==> src/rtl/tmds_pkg.sv <==
`default_nettype none
// +---------------------------------------------------------------------------+
// | tmds_pkg: control tokens, disparity counter type and popcount helper      |
// | shared by the TMDS encoder. Rev 1.0                                       |
// +---------------------------------------------------------------------------+
package tmds_pkg;

  localparam logic [9:0] CTRL_TOKEN_00 = 10'h354;
  localparam logic [9:0] CTRL_TOKEN_01 = 10'h0AB;
  localparam logic [9:0] CTRL_TOKEN_10 = 10'h154;
  localparam logic [9:0] CTRL_TOKEN_11 = 10'h2AB;

  localparam int DISP_CNT_W = 5;
  typedef logic signed [DISP_CNT_W-1:0] disp_cnt_t;

  function automatic logic [3:0] popcount8(input logic [7:0] v);
    logic [3:0] n;
    n = '0;
    for (int i = 0; i < 8; i++) begin
      n = n + {3'b000, v[i]};
    end
    return n;
  endfunction

endpackage
`default_nettype wire

==> src/rtl/tmds_channel_encoder.sv <==
`default_nettype none
// +---------------------------------------------------------------------------+
// | tmds_channel_encoder: one TMDS 8b/10b channel, 3 register stages with its |
// | own running-disparity counter. Monitor taps under TMDS_DISP_MON_EN.       |
// | Rev 1.0                                                                   |
// +---------------------------------------------------------------------------+
module tmds_channel_encoder
  import tmds_pkg::*;
#(
  parameter int CNT_W = 5
) (
  input  logic                    clk,
  input  logic                    reset,
  input  logic [7:0]              d,
  input  logic                    de,
  input  logic                    c1,
  input  logic                    c0,
`ifdef TMDS_DISP_MON_EN
  output logic signed [CNT_W-1:0] cnt,
  output logic                    disp_viol,
`endif
  output logic [9:0]              q
);

  localparam logic signed [CNT_W-1:0] TWO      = CNT_W'(2);
  localparam logic signed [CNT_W-1:0] DISP_MAX = CNT_W'(8);
  localparam logic signed [CNT_W-1:0] DISP_MIN = CNT_W'(-8);

  // stage 1
  logic [7:0] d1_q, d1_d;
  logic [3:0] n1_1_q, n1_1_d;
  logic       de1_q, de1_d, c1_1_q, c1_1_d, c0_1_q, c0_1_d;
  // stage 2
  logic [8:0] qm2_q, qm2_d;
  logic [3:0] n1_2_q, n1_2_d, n0_2_q, n0_2_d;
  logic       de2_q, de2_d, c1_2_q, c1_2_d, c0_2_q, c0_2_d;
  logic       use_xnor;
  // stage 3
  logic [9:0]              q_q, q_d;
  logic signed [CNT_W-1:0] cnt_q, cnt_d;
  logic signed [CNT_W-1:0] n1_s, n0_s;

  always_comb begin
    d1_d   = d;
    n1_1_d = popcount8(d);
    de1_d  = de;
    c1_1_d = c1;
    c0_1_d = c0;
  end

  always_comb begin
    use_xnor = (n1_1_q > 4'd4) || ((n1_1_q == 4'd4) && !d1_q[0]);
    qm2_d    = '0;
    qm2_d[0] = d1_q[0];
    for (int i = 1; i < 8; i++) begin
      qm2_d[i] = use_xnor ? ~(qm2_d[i-1] ^ d1_q[i]) : (qm2_d[i-1] ^ d1_q[i]);
    end
    qm2_d[8] = ~use_xnor;
    n1_2_d   = popcount8(qm2_d[7:0]);
    n0_2_d   = 4'd8 - n1_2_d;
    de2_d    = de1_q;
    c1_2_d   = c1_1_q;
    c0_2_d   = c0_1_q;
  end

  // N1/N0 are unsigned 0..8; widen by value before signed arithmetic
  assign n1_s = CNT_W'(n1_2_q);
  assign n0_s = CNT_W'(n0_2_q);

  always_comb begin
    q_d   = CTRL_TOKEN_00;
    cnt_d = '0;
    if (!de2_q) begin
      case ({c1_2_q, c0_2_q})
        2'b00:   q_d = CTRL_TOKEN_00;
        2'b01:   q_d = CTRL_TOKEN_01;
        2'b10:   q_d = CTRL_TOKEN_10;
        default: q_d = CTRL_TOKEN_11;
      endcase
    end else if ((cnt_q == '0) || (n1_2_q == n0_2_q)) begin
      q_d   = {~qm2_q[8], qm2_q[8], qm2_q[8] ? qm2_q[7:0] : ~qm2_q[7:0]};
      cnt_d = qm2_q[8] ? (cnt_q + (n1_s - n0_s)) : (cnt_q + (n0_s - n1_s));
    end else if ((!cnt_q[CNT_W-1] && (n1_2_q > n0_2_q)) ||
                 ( cnt_q[CNT_W-1] && (n0_2_q > n1_2_q))) begin
      q_d   = {1'b1, qm2_q[8], ~qm2_q[7:0]};
      cnt_d = cnt_q + (qm2_q[8] ? TWO : '0) + (n0_s - n1_s);
    end else begin
      q_d   = {1'b0, qm2_q[8], qm2_q[7:0]};
      cnt_d = cnt_q - (qm2_q[8] ? '0 : TWO) + (n1_s - n0_s);
    end
  end

  always_ff @(posedge clk) begin
    if (reset) begin
      d1_q   <= '0;
      n1_1_q <= '0;
      de1_q  <= 1'b0;
      c1_1_q <= 1'b0;
      c0_1_q <= 1'b0;
      qm2_q  <= '0;
      n1_2_q <= '0;
      n0_2_q <= '0;
      de2_q  <= 1'b0;
      c1_2_q <= 1'b0;
      c0_2_q <= 1'b0;
      q_q    <= CTRL_TOKEN_00;
      cnt_q  <= '0;
    end else begin
      d1_q   <= d1_d;
      n1_1_q <= n1_1_d;
      de1_q  <= de1_d;
      c1_1_q <= c1_1_d;
      c0_1_q <= c0_1_d;
      qm2_q  <= qm2_d;
      n1_2_q <= n1_2_d;
      n0_2_q <= n0_2_d;
      de2_q  <= de2_d;
      c1_2_q <= c1_2_d;
      c0_2_q <= c0_2_d;
      q_q    <= q_d;
      cnt_q  <= cnt_d;
    end
  end

  assign q = q_q;

`ifdef TMDS_DISP_MON_EN
  logic de3_q, de3_d;

  assign de3_d = de2_q;

  always_ff @(posedge clk) begin
    if (reset) begin
      de3_q <= 1'b0;
    end else begin
      de3_q <= de3_d;
    end
  end

  // flags a bad update this cycle; the top level makes it sticky
  always_comb begin
    disp_viol = 1'b0;
    if (de2_q) begin
      disp_viol = (cnt_d > DISP_MAX) || (cnt_d < DISP_MIN) ||
                  (!de3_q && (cnt_q != '0));
    end
  end

  assign cnt = cnt_q;
`endif

endmodule
`default_nettype wire

==> src/rtl/tmds_encoder_3ch.sv <==
`default_nettype none
// +---------------------------------------------------------------------------+
// | tmds_encoder_3ch: three-channel DVI/TMDS encoder, fixed 3-cycle latency.  |
// | Define TMDS_DISP_MON_EN to add the disp_err / disp_cnt debug outputs.     |
// | Rev 1.0                                                                   |
// +---------------------------------------------------------------------------+
module tmds_encoder_3ch
  import tmds_pkg::*;
#(
  parameter int LATENCY = 3,
  parameter int CNT_W   = 5
) (
  input  logic               clk,
  input  logic               reset,
  input  logic               vde,
  input  logic               hsync,
  input  logic               vsync,
  input  logic [3:0]         ctl,
  input  logic [7:0]         red,
  input  logic [7:0]         green,
  input  logic [7:0]         blue,
`ifdef TMDS_DISP_MON_EN
  output logic               disp_err,
  output logic [3*CNT_W-1:0] disp_cnt,
`endif
  output logic [9:0]         r,
  output logic [9:0]         g,
  output logic [9:0]         b,
  output logic               out_vde
);

  generate
    if (LATENCY != 3) begin : g_bad_latency
      $error("tmds_encoder_3ch: LATENCY must be 3");
    end
    if (CNT_W < $bits(disp_cnt_t)) begin : g_bad_cnt_w
      $error("tmds_encoder_3ch: CNT_W too narrow for the disparity range");
    end
  endgenerate

  logic [2:0] vde_pipe_q, vde_pipe_d;

  assign vde_pipe_d = {vde_pipe_q[1:0], vde};

  always_ff @(posedge clk) begin
    if (reset) begin
      vde_pipe_q <= '0;
    end else begin
      vde_pipe_q <= vde_pipe_d;
    end
  end

  assign out_vde = vde_pipe_q[2];

`ifdef TMDS_DISP_MON_EN
  logic signed [CNT_W-1:0] cnt_r, cnt_g, cnt_b;
  logic                    viol_r, viol_g, viol_b;
  logic                    disp_err_q, disp_err_d;
`endif

  // blue carries HSYNC/VSYNC; green and red carry CTL0..CTL3
  tmds_channel_encoder #(.CNT_W(CNT_W)) u_enc_b (
    .clk       (clk),
    .reset     (reset),
    .d         (blue),
    .de        (vde),
    .c1        (vsync),
    .c0        (hsync),
`ifdef TMDS_DISP_MON_EN
    .cnt       (cnt_b),
    .disp_viol (viol_b),
`endif
    .q         (b)
  );

  tmds_channel_encoder #(.CNT_W(CNT_W)) u_enc_g (
    .clk       (clk),
    .reset     (reset),
    .d         (green),
    .de        (vde),
    .c1        (ctl[1]),
    .c0        (ctl[0]),
`ifdef TMDS_DISP_MON_EN
    .cnt       (cnt_g),
    .disp_viol (viol_g),
`endif
    .q         (g)
  );

  tmds_channel_encoder #(.CNT_W(CNT_W)) u_enc_r (
    .clk       (clk),
    .reset     (reset),
    .d         (red),
    .de        (vde),
    .c1        (ctl[3]),
    .c0        (ctl[2]),
`ifdef TMDS_DISP_MON_EN
    .cnt       (cnt_r),
    .disp_viol (viol_r),
`endif
    .q         (r)
  );

`ifdef TMDS_DISP_MON_EN
  assign disp_err_d = disp_err_q | viol_r | viol_g | viol_b;

  always_ff @(posedge clk) begin
    if (reset) begin
      disp_err_q <= 1'b0;
    end else begin
      disp_err_q <= disp_err_d;
    end
  end

  assign disp_err = disp_err_q;
  assign disp_cnt = {cnt_r, cnt_g, cnt_b};
`endif

endmodule
`default_nettype wire
==> config.mk <==
export PLATFORM = sky130hd
export DESIGN_NAME = tmds_encoder_3ch
export DESIGN_NICKNAME = d
export VERILOG_FILES = /design/src/rtl/tmds_pkg.sv /design/src/rtl/tmds_channel_encoder.sv /design/src/rtl/tmds_encoder_3ch.sv
export SDC_FILE = /design/constraint.sdc
export NUM_CORES = 1
export LEC_CHECK = 0
export BUFFER_PORTS_ARGS = -buffer_cell sky130_fd_sc_hd__buf_2
export CAP_MARGIN = 0
export CORE_MARGIN = 2
export CORE_UTILIZATION = 55
export DETAILED_ROUTE_END_ITERATION = 10
export GPL_TIMING_DRIVEN = 0
export PLACE_DENSITY = 0.72
export SYNTH_ARGS = -nofsm -noshare
export SYNTH_HDL_FRONTEND = slang
export SYNTH_SLANG_ARGS = --single-unit
==> constraint.sdc <==
create_clock -name clk -period 4.6 [get_ports clk]
set_input_delay 0.23 -clock clk [delete_from_list [all_inputs] [get_ports clk]]
set_output_delay 0.23 -clock clk [all_outputs]
set_load 0.005 [all_outputs]
Word-level counts from Yosys, hierarchy flattened:

Index checks and enable logic that the tools add are counted.
Widths: inputs -> output; s select.

* bits in registers: 149

* add/subtract/negate cells: 75
* order comparisons: 9
* eq/ne operators: 12
* mux-type cells: 51
* bitwise operators: 52
* reductions and logical operators: 31

Operators by type and width (count)
* $add 4x1->4: 36
* $mux 10: 9
* $pmux 10 s3: 3
* $add 5x5->5: 15
* $sub 4x4->5: 12
* $mux 5: 9
* $not 1->1: 28
* $gt 4x4->1: 6
* $mux 8: 3
* $not 8->8: 3
* $mux 1: 21
* $xor 1x1->1: 21
* $logic_not 5->1: 3
* $sub 5x5->5: 3
* $add 1x1->2: 6
* $eq 4x3->1 const B: 3
* $eq 4x4->1: 3
* $gt 4x3->1 const B: 3
* $mux 2: 6
* $sub 4x4->4 const A: 3
* $logic_and 1x1->1: 9
* $logic_or 1x1->1: 9
* $eq 2x1->1 const B: 3
* $eq 2x2->1 const B: 3
* 3 further kinds: 10

Depth between registers and ports, before layout:

* word-level depth: 24
* mapped depth: 16
* depth with buffers taken out: 16

Cells and area by module:

From an unflattened synthesis, not the netlist that was laid out.

* cell total of the unflattened synthesis: 983
* area total of the unflattened synthesis: 9462.8 µm²

By module, submodules not included
* tmds_channel_encoder (u_enc_b): instances 1, cells each 328, area each 3210.6 µm², sequential area each 980.9 µm²
* tmds_channel_encoder (u_enc_r): instances 1, cells each 336, area each 3153.0 µm², sequential area each 980.9 µm²
* tmds_channel_encoder (u_enc_g): instances 1, cells each 313, area each 3020.4 µm², sequential area each 980.9 µm²
* tmds_encoder_3ch: instances 1, cells each 6, area each 78.8 µm², sequential area each 60.1 µm²

Worst setup path after synthesis:

No wires, ideal clock.

* kind: reg2reg
* from: reg u_enc_b.d1_q[0]
* to: reg u_enc_b.n0_2_q[3]
* arrival: 3.737 ns
* setup slack: 0.735 ns
* stages on the path, launching flop included: 16
* cells stage by stage: dfxtp_1 > nor2b_1 > a2bb2oi_2 > xnor3_1 > xnor2_1 > fa_1 > inv_1 > fa_1 > fa_1 > inv_1 > fa_1 > nand2_1 > nor2_1 > mux2_2 > a22oi_1 > nor2_1

* longest elaborated chain between the ends: 24
* elaborated cells on any way between the ends: 32
* classes of those cells: add/sub: 8; mux: 7; bitwise: 14; reduce/logical: 3

Ends and longest elaborated chain
* start, declared: RTL line tmds_channel_encoder.sv:30 `logic [7:0] d1_q, d1_d;`
* start signal, assigned: RTL line tmds_channel_encoder.sv:95 `d1_q <= '0;`
* start signal, assigned: RTL line tmds_channel_encoder.sv:109 `d1_q <= d1_d;`
* branches (longest 22 deep; another with $add 4x1->4)
* $add 4x1->4 (*): RTL line tmds_pkg.sv:20 `n = n + {3'b000, v[i]};`
* $sub 4x4->4 (*): RTL line tmds_channel_encoder.sv:60 `n0_2_d = 4'd8 - n1_2_d;`
* end signal, assigned: RTL line tmds_channel_encoder.sv:116 `n0_2_q <= n0_2_d;`
* end, declared: RTL line tmds_channel_encoder.sv:35 `logic [3:0] n1_2_q, n1_2_d, n0_2_q, n0_2_d;`

Every way passes the cells marked *.
A chain may end at the register's enable or synchronous reset.

Worst setup path in the final report:

Ends and elaborated chain as after synthesis.

==> flow_metrics.py <==
metrics = {
    "layout": {
        "fillers": 1377,
        "finish.utilization_pct": 63.29,
        "final_nets": 1215,
        "syn2layout_area_growth_pct": 13.17,
        "num_antenna_cells": 0,
        "drive_gt1_share_pct": 11.84,
    },
    "power_and_ir_drop": {
        "p_clk_share_pct": 16.8,
        "p_sw_share_pct": 42.89,
        "p_sw_mw": 3.429,
        "p_int_mw": 4.566,
        "ir_worst_vdd_v": 0.0003718,
        "leakage_nw": 4.794,
        "p_comb_share_pct": 63.2,
        "pwr_density_cell_nw_per_um2": 767.3,
        "p_seq_share_pct": 20.0,
    },
    "die": {
        "dieArea_um2": 17790,
        "initial_core_util_pct": 55.93,
        "core_area_um2": 16470,
        "die_x_um": 133.4,
        "io_pins": 64,
        "die_h_um": 133.4,
        "num_rows": 47,
    },
    "sta": {
        "tns_ns": 0,
        "maxSlewViolCount": 0,
        "min_period_over_period_pct": 91.37,
        "fmax_ghz": 0.2379,
        "rsz0062_at_grt": "false",
        "finalCriticalPeriod_ns": 4.203,
        "report.final.hold_viol_count": 0,
        "max_slew_margin_pct": 53.25,
        "fin_worst_skew_ns": 0.02119,
        "final-setup-viol-count": 0,
        "worst_slew_pin_slew_ns": 0.7013,
    },
    "critical_path": {
        "path_class": "flip-flop to flip-flop",
        "cp.required_ns": 4.88,
        "crit_path_start_kind": "flip-flop",
        "cp-end-kind": "flip-flop",
        "worstPathMaxFanout": 5,
        "worstPathArrival_ns": 4.48,
    },
    "status": {
        "outcome": "finished, final reports clean",
    },
    "clock_tree": {
        "clkLatencyLatePin_ns": 0.43,
        "htreeDepth": 4,
        "cts_sinks": 144,
        "clock_path_buffers": 2,
        "clk_pin_slew_worst_paths_ns": 0.07,
        "cts_setup_buffers": 0,
        "clockRootBuffer": "clkbuf_16",
        "cts_made_buffers": 17,
        "cts_tree": "yes",
    },
    "global_routing": {
        "grt_overflow": 0,
        "antenna_found_initial": 0,
        "grt_pass1_wl_um": 29500,
        "grt_usage_pct": 20.97,
        "grt_max_degree": 18,
        "grt_pass1_vias": 6153,
    },
    "synthesis": {
        "synth_edf_count": 0,
        "synthCells": 941,
        "ys_ff_latch": 144,
        "postSynth.asyncResetShare_pct": 0,
        "synth_seq_area_share_pct": 31.30,
        "synth_ff_type": "dfxtp_1",
        "synth.avg_cell_area_um2": 9.786,
        "ys.warnings.count": 0,
        "synth_fp_nets": 1130,
        "syn_area_um2": 9209,
        "netlist-cell-type-count": 61,
    },
    "routing": {
        "firstDrtPassIters": 4,
        "avgViaCountPerCell": 4.883,
        "ant_nets": 0,
        "wl_per_cell_um": 13.78,
        "drc": 0,
        "routed_wl_um": 17350,
        "drt_iter0_markers": 331,
        "vias": 6148,
    },
    "hold_path": {
        "hold_class": "input port to flip-flop",
    },
    "place": {
        "dp_hpwl_um": 13930,
        "gp_congestion": 0.8704,
        "port_buffers": 63,
    },
    "job": {
        "max_cap_violations": 0,
    },
}
[worst max-delay path, stage by stage, from the launching register on]
cell       delay, ns
dfxtp_1         0.42
nor2b_1         0.23
a2bb2oi_2       0.11
xnor3_1         0.47
xnor2_1         0.28
fa_1            0.45
inv_1           0.08
fa_1            0.43
fa_1            0.40
inv_1           0.08
fa_1            0.46
nand2_1         0.12
nor2_1          0.05
mux2_2          0.26
a22oi_1         0.16
nor2_1          0.06
[stage by stage]
stage	hold WS (ns)	instances	setup slack, ns	power [mW]	cell area, um2
floorplan	0.3582	941	0.7350	5.698	9209
global placement	0.4187	1224	0.4694	6.525	9799
detailed placement	0.4253	1224	0.4229	6.673	9799
CTS	0.0007965	1259	0.3981	8.061	10420
global route	0.01181	1259	0.1958	8.868	10420
finish	0.008942	1259	0.3970	7.996	10420
[cell usage after synthesis (5+ instances only)]
cell type | instances | area (um2)
nand3_1 | 8 | 40.04
nor2b_1 | 55 | 344.1
nand4b_1 | 5 | 43.79
o21ai_0 | 9 | 45.04
nor2_1 | 67 | 251.5
mux2_2 | 8 | 90.09
ha_1 | 87 | 1089
inv_1 | 155 | 581.8
o21ai_1 | 12 | 60.06
nor3_1 | 8 | 40.04
a21oi_1 | 50 | 250.2
dfxtp_1 | 144 | 2883
nor3b_1 | 6 | 45.04
xnor2_1 | 69 | 604.3
or2_2 | 7 | 43.79
a21o_1 | 15 | 112.6
xor2_1 | 36 | 315.3
nand2b_1 | 5 | 31.28
nand2_1 | 20 | 75.07
mux2i_1 | 10 | 100.1
clkbuf_1 | 20 | 75.07
a31oi_1 | 7 | 43.79
fa_1 | 69 | 1381
mux2_1 | 7 | 78.83
o21a_1 | 7 | 52.55
[per-layer routing]
| metal | vias up | track usage [%] | part of all wire (%) |
|---|---|---|---|
| li1 | 3152 | - | - |
| met1 | 2870 | 27.99 | 47 |
| met2 | 112 | 35.17 | 48 |
| met3 | 14 | 3.843 | 3.9 |
| met4 | 0 | 5.792 | 0.97 |
| met5 | - | 0 | 0 |
[layout make-up]
type                    instances  area, um2  share of cell area (%)
repair buffers                 66      345.3                   3.314
multi-input cells             617       5645                   54.17
well taps                     220      275.3                   2.641
clock buffers                  17      425.4                   4.082
clock inverters                15      166.4                   1.597
flip-flops and latches        144       2883                   27.66
inverters                     156      585.6                   5.619
plain buffers                  24      95.09                  0.9125
[cell usage in the layout, fill, tap and decap left out, types with 8 or more instances in the layout]
master / count
inv_1: 155
dfxtp_1: 144
ha_1: 87
xnor2_1: 69
fa_1: 69
nor2_1: 67
buf_2: 64
nor2b_1: 55
a21oi_1: 50
xor2_1: 36
clkbuf_1: 20
nand2_1: 20
clkbuf_16: 17
a21o_1: 15
o21ai_1: 12
mux2i_1: 10
o21ai_0: 9
mux2_2: 8
nand3_1: 8
nor3_1: 8
[sequential cells by signal (all words and copies together) (netlist names), 5 cells and up]
name           flops
u_enc_g.cnt_q      5
u_enc_r.cnt_q      5
u_enc_b.d1_q       8
u_enc_g.qm2_q      9
u_enc_b.cnt_q      5
u_enc_r.d1_q       8
u_enc_b.q         10
u_enc_b.qm2_q      9
u_enc_g.q         10
u_enc_g.d1_q       8
u_enc_r.qm2_q      9
u_enc_r.q         10
[worst paths after layout]
kind	startpoint	to	slack [ns]	depth (start not counted)
setup / recovery	u_enc_b.d1_q[0]	u_enc_b.n0_2_q[3]	0.40	15
hold / removal	hsync	u_enc_b.c0_1_q	0.009	2
setup reg to reg	u_enc_b.d1_q[0]	u_enc_b.n0_2_q[3]	0.40	15
hold reg to reg	u_enc_r.c1_1_q	u_enc_r.c1_2_q	0.44	1
[repair_timing]
item                                   in CTS  in global routing
endpoints found under the hold margin       3                  0
setup endpoints to repair                   0                  0
hold buffers                                3                  0
resized for setup                           0                  0
[kinds of logic (layout without fill, tap and decap cells)]
family                   Yosys count  count (layout)  synth area share (%)
XOR/XNOR                         111             111                 11.36
buffers and inverters            180             278                 7.391
AO/OA/AOI/OAI                    123             123                 8.655
multiplexers                      25              25                 2.921
flip-flops                       144             144                 31.30
AND/OR/NAND/NOR                  202             202                 11.55
adder cells (fa/ha/maj)          156             156                 26.82
[power groups by stage]
stage / sequential [mW] / clock (mW) / combinational [mW]
final: 1.60 / 1.34 / 5.05
after global routing: 1.62 / 1.42 / 5.82
after CTS: 1.60 / 1.36 / 5.10
after detailed placement: 1.63 / 0 / 5.05
after global placement: 1.62 / 0 / 4.90
after floorplan: 1.58 / 0 / 4.11
(Power assumes the default switching activity.)
